--- src/rtl/hw_accel_ram_reader_pkg.sv ---
// ============================================================================
// Package : hw_accel_ram_reader_pkg
// Brief   : Shared FSM encoding and FIFO/credit sizing for the RAM stream reader.
// Rev     : 1.0
// ============================================================================
`default_nettype none

package hw_accel_ram_reader_pkg;

    typedef enum logic [1:0] {
        ST_IDLE  = 2'd0,
        ST_READ  = 2'd1,
        ST_DRAIN = 2'd2
    } state_e;

    localparam int FIFO_DEPTH = 4;
    localparam int FIFO_PTR_W = 2;
    // Wide enough to hold 0..FIFO_DEPTH inclusive
    localparam int CREDIT_W   = 3;

endpackage

`default_nettype wire

--- src/rtl/hw_accel_ram_reader_fifo.sv ---
// ============================================================================
// Module  : hw_accel_ram_reader_fifo
// Brief   : 4-entry flop FIFO with a registered head; rd_data is the head word.
// Rev     : 1.0
// ============================================================================
`default_nettype none

module hw_accel_ram_reader_fifo
    import hw_accel_ram_reader_pkg::*;
#(
    parameter int DATA_WIDTH = 8
) (
    input  logic                  clk,
    input  logic                  rst,
    input  logic                  wr_en,
    input  logic [DATA_WIDTH-1:0] wr_data,
    input  logic                  rd_en,
    output logic [DATA_WIDTH-1:0] rd_data,
    output logic                  valid,
    output logic [CREDIT_W-1:0]   count
);

    logic [DATA_WIDTH-1:0] mem_q [FIFO_DEPTH];
    logic [DATA_WIDTH-1:0] mem_d [FIFO_DEPTH];
    logic [FIFO_PTR_W-1:0] wr_ptr_q, wr_ptr_d;
    logic [FIFO_PTR_W-1:0] rd_ptr_q, rd_ptr_d;
    logic [CREDIT_W-1:0]   count_q, count_d;
    logic                  do_rd;

    assign valid   = (count_q != '0);
    assign count   = count_q;
    assign rd_data = mem_q[rd_ptr_q];
    assign do_rd   = rd_en & valid;

    always_comb begin
        mem_d    = mem_q;
        wr_ptr_d = wr_ptr_q;
        rd_ptr_d = rd_ptr_q;
        if (wr_en) begin
            mem_d[wr_ptr_q] = wr_data;
            wr_ptr_d        = wr_ptr_q + FIFO_PTR_W'(1);
        end
        if (do_rd) begin
            rd_ptr_d = rd_ptr_q + FIFO_PTR_W'(1);
        end
        count_d = count_q + CREDIT_W'(wr_en) - CREDIT_W'(do_rd);
    end

    always_ff @(posedge clk or posedge rst) begin
        if (rst) begin
            mem_q    <= '{default: '0};
            wr_ptr_q <= '0;
            rd_ptr_q <= '0;
            count_q  <= '0;
        end else begin
            mem_q    <= mem_d;
            wr_ptr_q <= wr_ptr_d;
            rd_ptr_q <= rd_ptr_d;
            count_q  <= count_d;
        end
    end

endmodule

`default_nettype wire

--- src/rtl/hw_accel_ram_stream_reader.sv ---
// ============================================================================
// Module  : hw_accel_ram_stream_reader
// Brief   : Burst reader: issues sequential RAM reads and streams the words out
//           under credit flow control. Macro HW_ACCEL_RAM_READER_LAST_EN adds m_last.
// Rev     : 1.0
// ============================================================================
`default_nettype none

module hw_accel_ram_stream_reader
    import hw_accel_ram_reader_pkg::*;
#(
    parameter int DATA_WIDTH   = 8,
    parameter int ADDR_WIDTH   = 10,
    parameter int READ_LATENCY = 1
) (
    input  logic                  clk,
    input  logic                  rst,
    input  logic                  start,
    input  logic [ADDR_WIDTH-1:0] start_addr,
    input  logic [ADDR_WIDTH:0]   length,
    output logic                  busy,
    output logic                  done,
    output logic [ADDR_WIDTH-1:0] ram_addr,
    output logic                  ram_rd,
    input  logic [DATA_WIDTH-1:0] ram_rdata,
    output logic                  m_valid,
    input  logic                  m_ready,
    output logic [DATA_WIDTH-1:0] m_data
`ifdef HW_ACCEL_RAM_READER_LAST_EN
    ,
    output logic                  m_last
`endif
);

    localparam logic [ADDR_WIDTH-1:0] ADDR_ONE = ADDR_WIDTH'(1);
    localparam logic [ADDR_WIDTH:0]   LEN_ONE  = (ADDR_WIDTH+1)'(1);

    state_e                  state_q, state_d;
    logic [ADDR_WIDTH-1:0]   addr_q, addr_d;
    logic                    rd_q, rd_d;
    logic [ADDR_WIDTH:0]     iss_left_q, iss_left_d;
    logic [ADDR_WIDTH:0]     beats_left_q, beats_left_d;
    logic [CREDIT_W-1:0]     inflight_q, inflight_d;
    logic                    zero_done_q, zero_done_d;
    logic [READ_LATENCY-1:0] cap_sr_q, cap_sr_d;

    logic                    cap;
    logic                    pop;
    logic                    last_accept;
    logic                    credit_ok;
    logic [CREDIT_W:0]       used;
    logic [CREDIT_W-1:0]     fifo_count;
    logic                    fifo_valid;
    logic [DATA_WIDTH-1:0]   fifo_data;

    // Delay line marking the cycle in which each issued read's data is on ram_rdata
    if (READ_LATENCY == 1) begin : g_lat1
        assign cap_sr_d = rd_q;
    end else begin : g_latn
        assign cap_sr_d = {cap_sr_q[READ_LATENCY-2:0], rd_q};
    end
    assign cap = cap_sr_q[READ_LATENCY-1];

    hw_accel_ram_reader_fifo #(
        .DATA_WIDTH (DATA_WIDTH)
    ) u_fifo (
        .clk     (clk),
        .rst     (rst),
        .wr_en   (cap),
        .wr_data (ram_rdata),
        .rd_en   (m_ready),
        .rd_data (fifo_data),
        .valid   (fifo_valid),
        .count   (fifo_count)
    );

    assign pop = fifo_valid & m_ready;
    // A slot freed by this cycle's pop may be reused by this cycle's issue
    assign used      = ({1'b0, inflight_q} + {1'b0, fifo_count}) - (CREDIT_W+1)'(pop);
    assign credit_ok = (used < (CREDIT_W+1)'(FIFO_DEPTH));

    always_comb begin
        state_d      = state_q;
        addr_d       = addr_q;
        rd_d         = 1'b0;
        iss_left_d   = iss_left_q;
        beats_left_d = beats_left_q - {{ADDR_WIDTH{1'b0}}, pop};
        zero_done_d  = 1'b0;
        last_accept  = 1'b0;
        case (state_q)
            ST_IDLE: begin
                if (start) begin
                    if (length == '0) begin
                        zero_done_d = 1'b1;
                    end else begin
                        state_d      = ST_READ;
                        addr_d       = start_addr;
                        rd_d         = 1'b1;
                        iss_left_d   = length - LEN_ONE;
                        beats_left_d = length;
                    end
                end
            end
            ST_READ: begin
                if (iss_left_q == '0) begin
                    state_d = ST_DRAIN;
                end else if (credit_ok) begin
                    rd_d       = 1'b1;
                    addr_d     = addr_q + ADDR_ONE;
                    iss_left_d = iss_left_q - LEN_ONE;
                    if (iss_left_q == LEN_ONE) begin
                        state_d = ST_DRAIN;
                    end
                end
            end
            ST_DRAIN: begin
                if (pop && (beats_left_q == LEN_ONE)) begin
                    state_d     = ST_IDLE;
                    last_accept = 1'b1;
                end
            end
            default: begin
                state_d = ST_IDLE;
            end
        endcase
        inflight_d = inflight_q + CREDIT_W'(rd_d) - CREDIT_W'(cap);
    end

    always_ff @(posedge clk or posedge rst) begin
        if (rst) begin
            state_q      <= ST_IDLE;
            addr_q       <= '0;
            rd_q         <= 1'b0;
            iss_left_q   <= '0;
            beats_left_q <= '0;
            inflight_q   <= '0;
            zero_done_q  <= 1'b0;
            cap_sr_q     <= '0;
        end else begin
            state_q      <= state_d;
            addr_q       <= addr_d;
            rd_q         <= rd_d;
            iss_left_q   <= iss_left_d;
            beats_left_q <= beats_left_d;
            inflight_q   <= inflight_d;
            zero_done_q  <= zero_done_d;
            cap_sr_q     <= cap_sr_d;
        end
    end

    assign busy     = (state_q != ST_IDLE);
    assign done     = zero_done_q | last_accept;
    assign ram_addr = addr_q;
    assign ram_rd   = rd_q;
    assign m_valid  = fifo_valid;
    assign m_data   = fifo_data;

`ifdef HW_ACCEL_RAM_READER_LAST_EN
    assign m_last = fifo_valid & (beats_left_q == LEN_ONE);
`endif

endmodule

`default_nettype wire

--- config.mk ---
export PLATFORM = sky130hd
export DESIGN_NAME = hw_accel_ram_stream_reader
export DESIGN_NICKNAME = d
export VERILOG_FILES = /design/src/rtl/hw_accel_ram_reader_pkg.sv /design/src/rtl/hw_accel_ram_reader_fifo.sv /design/src/rtl/hw_accel_ram_stream_reader.sv
export SDC_FILE = /design/constraint.sdc
export NUM_CORES = 1
export LEC_CHECK = 0
export BUFFER_PORTS_ARGS = -buffer_cell sky130_fd_sc_hd__buf_2
export CAP_MARGIN = 40
export CORE_MARGIN = 4
export CORE_UTILIZATION = 25
export CTS_CLUSTER_SIZE = 16
export DETAILED_ROUTE_END_ITERATION = 12
export GPL_ROUTABILITY_DRIVEN = 0
export GPL_TIMING_DRIVEN = 0
export PLACE_DENSITY = 0.45
export RECOVER_POWER = 50
export SETUP_SLACK_MARGIN = 0.02
export SKIP_LAST_GASP = 1
export SLEW_MARGIN = 20
export SYNTH_ARGS = -nofsm -noshare
export SYNTH_HDL_FRONTEND = slang
export SYNTH_SLANG_ARGS = --single-unit
--- constraint.sdc ---
create_clock -name clk -period 3.25 [get_ports clk]
set_clock_uncertainty 0.15 [all_clocks]
set_input_delay 0.4875 -clock clk [delete_from_list [all_inputs] [get_ports clk]]
set_output_delay 0.4875 -clock clk [all_outputs]
set_load 0.01 [all_outputs]
==> results of run 1 <==
==> timing repair <==
| item | CTS | global route |
|---|---|---|
| endpoints found under the setup margin | 2 | 2 |
| resized for setup | 1 | 0 |
| gates cloned | 0 | 0 |
| pin swaps | 2 | 3 |
| buffers inserted | 5 | 1 |
==> layout make-up <==
cell class / instances / area share
well taps: 220 / 0.05178
multi-input cells: 287 / 0.4206
clock buffers: 9 / 0.04236
flip-flops and latches: 79 / 0.3721
inverters: 29 / 0.02118
clock inverters: 7 / 0.01647
repair buffers: 62 / 0.06096
plain buffers: 14 / 0.01459
==> where the power goes <==
part	switching, uW	internal [uW]	total [uW]
registers	352	1490	1840
clock network	460	616	1080
logic	1520	1370	2890
total	2330	3480	5810
==> cell families after synthesis <==
family	share of synthesized area
AOI/OAI and AO/OA	0.1357
adders and majority gates	0.06383
buffers and inverters	0.04284
and+or+nand+nor	0.1285
muxes	0.1265
DFF	0.4543
xor gates and xnor gates	0.04830
==> critical path: stages, from the launching register on <==
cell,delay (ps)
sky130_fd_sc_hd__dfrtp_1,380
sky130_fd_sc_hd__or3_4,390
sky130_fd_sc_hd__and2_4,140
sky130_fd_sc_hd__clkbuf_8,150
sky130_fd_sc_hd__ha_4,170
sky130_fd_sc_hd__inv_2,60
sky130_fd_sc_hd__ha_4,190
sky130_fd_sc_hd__and3b_1,170
sky130_fd_sc_hd__o211a_1,270
sky130_fd_sc_hd__o32ai_4,270
sky130_fd_sc_hd__inv_4,60
sky130_fd_sc_hd__ha_4,160
sky130_fd_sc_hd__fa_2,510
==> through the flow <==
step / instance area, um2 / hold slack, ps / power (uW) / util
4_1_cts: 5333 / 73.22 / 5897 / 0.3171
2_1_floorplan: 4413 / 266.0 / 3888 / -
6_report: 5316 / 192.9 / 5810 / 0.3161
3_5_place_dp: 4992 / 209.5 / 4753 / 0.2968
3_3_place_gp: 4959 / 208.7 / 4656 / 0.2948
5_1_grt: 5316 / 196.6 / 6322 / 0.3161
==> metal layers <==
metal	part of all wire	vias to the layer above
met5	0	-
met4	0.020	0
met3	0.041	18
met2	0.48	77
met1	0.46	1686
li1	-	1612
==> how the worst max path moves through the flow <==
stage | start | to | depth (start not counted)
after floorplan | u_fifo.count[2] | inflight_q[2] | 14
after global placement | rst | inflight_q[0] | 2
after detailed placement | u_fifo.count[2] | inflight_q[2] | 14
after CTS | u_fifo.count[2] | inflight_q[2] | 13
after global routing | u_fifo.count[2] | inflight_q[2] | 13
final | u_fifo.count[2] | inflight_q[1] | 12
==> flip-flops by register name, summed over array words and instances (netlist names) <==
register         flops
u_fifo.rd_ptr_q      2
zero_done_q          1
cap                  1
u_fifo.count         3
u_fifo.wr_ptr_q      2
ram_rd               1
iss_left_q          11
inflight_q           3
u_fifo.mem_q        32
beats_left_q        11
ram_addr            10
state_q              2
==> placed cells by master (no fill, tap or decap), drive strengths merged, types with 8 or more instances in the layout <==
master,instances
a21oi,21
buf,60
clkbuf,25
dfrtp,79
ha,19
inv,33
mux2,32
mux4,8
nand2,38
nand3,10
nor2,22
nor3,8
o21ai,29
o22ai,8
xnor2,17
==> reports/qor_table.md, run 1 <==
| Stage | Item | Reported |
|:---|:---|:---|
| run status | Run status | complete, but fails checks |
| run status | Violated checks | capacitance limit, slew limit |
| synth | Number of synthesized register bits | 79 |
| critical path | Worst Path Max Fanout | 5 |
| drt | Number of detailed-routing iterations run before antenna repair | 4 |
| global routing | Top Usage Layer GRT | met2 |
| die | Floorplan row count | 47 |
| drt | First-iteration detailed-routing DRC count | 121 |
| clock network | Number of clock sinks | 79 |
| clock network | Max Root-Sink Buffers | 2 |
| global routing | Global-route met1 utilization | 0.1458 |
| hold path | Min-delay worst type | in -> reg |
| drt | Detailed-route via count | 3393 |
| drt | Ratio of routed vias to standard cells | 4.799 |
| die | Io pins | 55 |
| global routing | Total global routing overflow | 0 |
| clock network | Quantity of hold-fixing buffers added after cts | 0 |
| final layout | Total Nets Final | 536 |
| global routing | Vias in the first global route | 3660 |
| final layout | Antenna Diode Count | 0 |
| synth | Post-Synthesis Cells | 410 |
| global routing | Met3 Usage GRT | 0.03136 |
| die | DIE AREA | 19580 um2 |
| timing | Count of endpoints failing hold in the final timing report | 0 |
| synth | Main area contributors after synthesis | sky130_fd_sc_hd__dfrtp_1 (45%), sky130_fd_sc_hd__mux2_2 (8.3%), sky130_fd_sc_hd__ha_1 (5.5%) |
| synth | Predominant post-synthesis flop cell | sky130_fd_sc_hd__dfrtp_1 |
| critical path | Path depth of the worst reg2reg path | 12 |
| timing | Worst setup slack after layout | 133.5 ps |
| drt | Total Wirelength | 10950 um |
| critical path | Destination of the worst register-to-register timing path | inflight_q[1] |
| hold path | End point of the most critical hold path | zero_done_q |
| global routing | Global router's overall resource usage | 0.1177 |
| timing | Post-Route Setup TNS | 0 ps |
| place | Worst-case setup slack after placement | -361.7 ps |
| global routing | Global-route wire length before repair | 18510 um |
| critical path | Kind of launch point of the worst setup path | flip-flop |
| final layout | Area occupied by multi-input gates | 2236 um2 |
| clock network | CTS Buf Count | 9 |
| synth | Number of warnings reported in the yosys synthesis log | 0 |
| die | Core Box Area | 16820 um2 |
| global routing | Met2 Use GR | 0.1940 |
| hold path | Count of cells along the worst hold path | 2 |
| critical path | Crit path arrival time | 3250 ps |
| drt | Post-route antenna net violation count | 0 |
| final layout | Layout overhead on the synthesized area | 22.17% |
| synth | Synth Cell Area | 4352 um2 |
| critical path | Worst Path Required | 3380 ps |
| timing | Max-slew violations | 42 |
| timing | Final worst path period share | 0.9589 |
| critical path | Worst R2R Start | u_fifo.count[2] |
| synth | Net count after synthesis | 464 |
| place | Placed wire-length estimate | 8023 um |
| synth | Seq/Total Area, Yosys | 0.4543 |
| pwr | Power density cells | 1093 nW/um2 |
| synth | Leading cell type by number of instances after synthesis | sky130_fd_sc_hd__dfrtp_1 |
| global routing | Pin count of the biggest net entering global routing | 42 |
| timing | Achievable clock frequency | 320.9 MHz |
| synth | Asr flop ratio synth | 1.000 |
| die | Y dimension of the die | 139.9 um |
| die | Die W | 139.9 um |
| global routing | Initial antenna violation count | 0 |
| drt | Routed wire per std cell | 15.49 um |
| timing | Unrepaired setup endpoints after global routing | false |
| place | Post-placement cell count | 686 |
| synth | Distinct cells, synth | 54 |
| clock network | Clock tree from TritonCTS | built |
| clock network | Clk Tree Root Cell | sky130_fd_sc_hd__clkbuf_16 |
| die | Initial core utilization | 0.2587 |
| pwr | Peak supply drop | 0.5020 mV |
| synth | Area leader, netlist | sky130_fd_sc_hd__dfrtp_1 |
| pwr | Leakage power summed over all cells | 0.002272 uW |
| clock network | CTS H-Tree Depth | 3 |
| clock network | Clock transition at the registers of the reported paths | 70 ps |
| hold path | Critical hold path startpoint | length[10] |
| critical path | Critical setup path kind | reg -> reg |
| synth | Area share of the largest cell type after synthesis | 0.4543 |
| critical path | Worst-case register-to-register setup slack | 130 ps |
| final layout | Fill count | 1791 |
| clock network | Clock latency of the later-clocked register in the worst-skew pair | 350 ps |
| final layout | Share of layout cells above drive strength 1 | 0.2710 |
| timing | Number of setup violations in the final report | 0 |
| timing | Worst Max-Slew Pin Slew | 1969 ps |
| synth | Mean instance size in the synthesized netlist | 10.61 um2 |
| timing | Clock period minus worst slack | 3116 ps |
| job | Max Cap Viol | 1 |
| synth | Commonest cells in the synthesized netlist | sky130_fd_sc_hd__dfrtp_1 (79), sky130_fd_sc_hd__nand2_1 (38), sky130_fd_sc_hd__mux2_2 (32), sky130_fd_sc_hd__o21ai_0 (29), sky130_fd_sc_hd__inv_1 (28) |
| final layout | Register Area | 1978 um2 |
| synth | Post-synth EDFFs | 0 |
| place | Buffers added on ports | 54 |
| timing | Slew Limit Headroom | -0.3199 |
| final layout | Filler-free cell count of the finished design | 707 |
| drt | DRC Markers | 0 |
| critical path | Crit path capture type | flip-flop |
No activity file was read; power rests on OpenSTA's default activity.
==> run 2: changes to the inputs <==
--- a/config.mk
+++ b/config.mk
@@ -8,12 +8,12 @@
 export BUFFER_PORTS_ARGS = -buffer_cell sky130_fd_sc_hd__buf_2
 export CAP_MARGIN = 40
 export CORE_MARGIN = 4
-export CORE_UTILIZATION = 25
+export CORE_UTILIZATION = 30
 export CTS_CLUSTER_SIZE = 16
 export DETAILED_ROUTE_END_ITERATION = 12
 export GPL_ROUTABILITY_DRIVEN = 0
 export GPL_TIMING_DRIVEN = 0
-export PLACE_DENSITY = 0.45
+export PLACE_DENSITY = 0.51
 export RECOVER_POWER = 50
 export SETUP_SLACK_MARGIN = 0.02
 export SKIP_LAST_GASP = 1
==> run 2 against run 1 <==
Against the previous run: the run still ends with capacitance limit, slew limit left; sequential share of layout area grew 0.46 points; power shrank 0.89%; critical endpoint unchanged; combinational power is essentially flat; fmax grew 0.33%; via count shrank 0.85%; flip-flop and latch count is the same; utilization grew 5.8 points; global-route usage grew 2.0 points; clock power shrank 6%; clock-buffer cell count grew 1; register-to-register slack is essentially flat; setup slack gained 10 ps.
==> reports/qor_table.md, run 2 (synthesis results as in run 1) <==
| Stage | Item | Reported |
|:---|:---|:---|
| pwr | Switching power summed over all nets | 2297 uW |
| place | Placed wire-length estimate | 7676 um |
| die | DIE AREA | 16500 um2 |
| global routing | Total global routing overflow | 0 |
| die | Initial core utilization | 0.3099 |
| final layout | Layout overhead on the synthesized area | 20.59% |
| final layout | Antenna Diode Count | 0 |
| final layout | Fill count | 1424 |
| drt | Total Wirelength | 10630 um |
| final layout | Final instance area | 5248 um2 |
| timing | Count of endpoints failing hold in the final timing report | 0 |
| timing | Achievable clock frequency | 321.9 MHz |
| critical path | Series of cell instances along the critical path | or3_4 > and2_4 > ha_4 > inv_2 > ha_4 > and3b_2 > o211a_4 > o32ai_4 > inv_4 > ha_4 > fa_2 |
| die | Io pins | 55 |
| pwr | Sequential share of power | 0.320 |
| drt | Post-route antenna net violation count | 0 |
| clock network | Clk Tree Root Cell | sky130_fd_sc_hd__clkbuf_16 |
| clock network | CTS Buf Count | 9 |
| global routing | Pin count of the biggest net entering global routing | 48 |
| timing | Worst Max-Slew Pin Slew | 2039 ps |
| timing | Slew Limit Headroom | -0.3665 |
| final layout | Register with the most flip-flops | u_fifo.mem_q |
| die | Die W | 128.4 um |
| clock network | Clock latency of the later-clocked register in the worst-skew pair | 330 ps |
| place | Buffers added on ports | 54 |
| clock network | Number of clock sinks | 79 |
| run status | Violated checks | capacitance limit, slew limit |
| clock network | Clock transition at the registers of the reported paths | 60 ps |
| pwr | Power density cells | 1097 nW/um2 |
| global routing | Global-route wire length before repair | 18220 um |
| drt | Number of detailed-routing iterations run before antenna repair | 4 |
| final layout | Most frequent cells in the layout | sky130_fd_sc_hd__dfrtp_1 (79), sky130_fd_sc_hd__buf_2 (48), sky130_fd_sc_hd__nand2_1 (38) |
| timing | Number of setup violations in the final report | 0 |
| clock network | Clock tree from TritonCTS | built |
| timing | Clock period minus worst slack | 3106 ps |
| critical path | Critical setup path kind | reg -> reg |
| clock network | CTS H-Tree Depth | 3 |
| die | Core Box Area | 14040 um2 |
| critical path | Worst Path Required | 3370 ps |
| pwr | Proportion of power drawn by combinational gates | 0.503 |
| pwr | Leakage power summed over all cells | 0.002244 uW |
| critical path | Crit path capture type | flip-flop |
| job | Max Cap Viol | 1 |
| final layout | Total Nets Final | 535 |
| critical path | Delay contributed by the slowest stage of the critical path | 530 ps |
| timing | Max-slew violations | 48 |
| pwr | Internal power component | 3462 uW |
| critical path | Worst Path Max Fanout | 5 |
| final layout | Share of layout cells above drive strength 1 | 0.2695 |
| place | Placed Area | 4942 um2 |
| final layout | Flip-flop count of the largest register, all copies and words added | 32 |
| global routing | Global router's overall resource usage | 0.1374 |
| global routing | Initial antenna violation count | 0 |
| drt | DRC Markers | 0 |
| timing | Unrepaired setup endpoints after global routing | false |
| critical path | Kind of launch point of the worst setup path | flip-flop |
| drt | First-iteration detailed-routing DRC count | 146 |
| final layout | Biggest registers after layout | u_fifo.mem_q: 32 flops, beats_left_q: 11 flops, iss_left_q: 11 flops |
| run status | Run status | complete, but fails checks |
| critical path | Cell with the largest stage delay on the worst path | sky130_fd_sc_hd__fa_2 |
| final layout | Leading cell type in the layout, fill and taps excluded | sky130_fd_sc_hd__dfrtp_1 |
| die | Y dimension of the die | 128.4 um |
| drt | Detailed-route via count | 3364 |
| timing | Final worst path period share | 0.9558 |
| critical path | Most common cell type on the critical path | sky130_fd_sc_hd__ha_4 |
| pwr | Switching portion of total power | 0.3988 |
| pwr | Proportion of power drawn by the clock network | 0.177 |
| timing | Worst setup slack after layout | 143.6 ps |
| drt | Ratio of routed vias to standard cells | 5.051 |
| hold path | Min-delay worst type | in -> reg |
| drt | Routed wire per std cell | 15.95 um |
| global routing | Vias in the first global route | 3632 |
| die | Floorplan row count | 43 |
| clock network | Max Root-Sink Buffers | 2 |
| place | Worst-case setup slack after placement | -379.9 ps |
| pwr | Peak supply drop | 0.6138 mV |
| critical path | Crit path arrival time | 3230 ps |
## run 2: cell count changes in the layout (fill, tap and decap cells not counted), sizes merged
cell	change
clkinv	+2
clkinvlp	+2
inv	-5
## run 2: timing repair
action,4_1_cts,5_1_grt
hold buffers,0,0
gates cloned,0,0
gates resized for setup,1,1
setup endpoints to repair,2,7
pin swaps,3,3
setup buffers,5,1
## run 2: final cells by class
class | instances | area [um2] | share of cell area
inverters | 29 | 112.6 | 0.02146
clock buffers | 10 | 229.0 | 0.04363
multi-input cells | 287 | 2245 | 0.4278
well taps | 180 | 225.2 | 0.04292
plain buffers | 13 | 63.81 | 0.01216
flip-flops and latches | 79 | 1977 | 0.3767
repair buffers | 62 | 324.1 | 0.06175
clock inverters | 6 | 71.32 | 0.01359
## run 2: through the flow
stage / instances / hold slack (ps) / TNS [ps] / total power, uW / utilization
after floorplan: 410 / 266.0 / -173.3 / 3888 / -
after global placement: 644 / 223.2 / -41310 / 4595 / 0.3496
after detailed placement: 646 / 226.1 / -734.2 / 4723 / 0.3520
after CTS: 666 / 95.24 / 0 / 5845 / 0.3757
after global routing: 666 / 208.5 / 0 / 6274 / 0.3737
final: 666 / 209.6 / 0 / 5759 / 0.3737
## run 2: final timing paths
path,to,cells after the start,slack (ps),from
setup / recovery,inflight_q[1],11,140,u_fifo.count[0]
hold / removal,zero_done_q,2,210,length[10]
setup reg to reg,inflight_q[1],11,140,u_fifo.count[0]
hold reg to reg,cap,0,230,ram_rd
max in group asynchronous,beats_left_q[1],3,790,rst
min in group asynchronous,ram_addr[6],2,520,rst
## run 2: metal layers
layer  part of all wire  GRT usage
met4              0.012    0.04120
met5                  0          0
met3              0.050    0.03113
met2               0.49     0.2305
met1               0.45     0.1771
## run 2: power groups by stage
stage               logic, uW  clock network, uW  registers [uW]
finish                   2900               1020            1840
global route             3260               1100            1920
CTS                      2950               1050            1840
detailed placement       2860                  0            1870
global placement         2760                  0            1840
floorplan                2100                  0            1790
## run 2: critical path: cells and delay by family (launching register included)
family | cells | cell delay (ps)
AOI/OAI and AO/OA | 2 | 550
adders and majority gates | 4 | 1060
buffers and inverters | 2 | 130
DFF | 1 | 390
and+or+nand+nor | 3 | 780
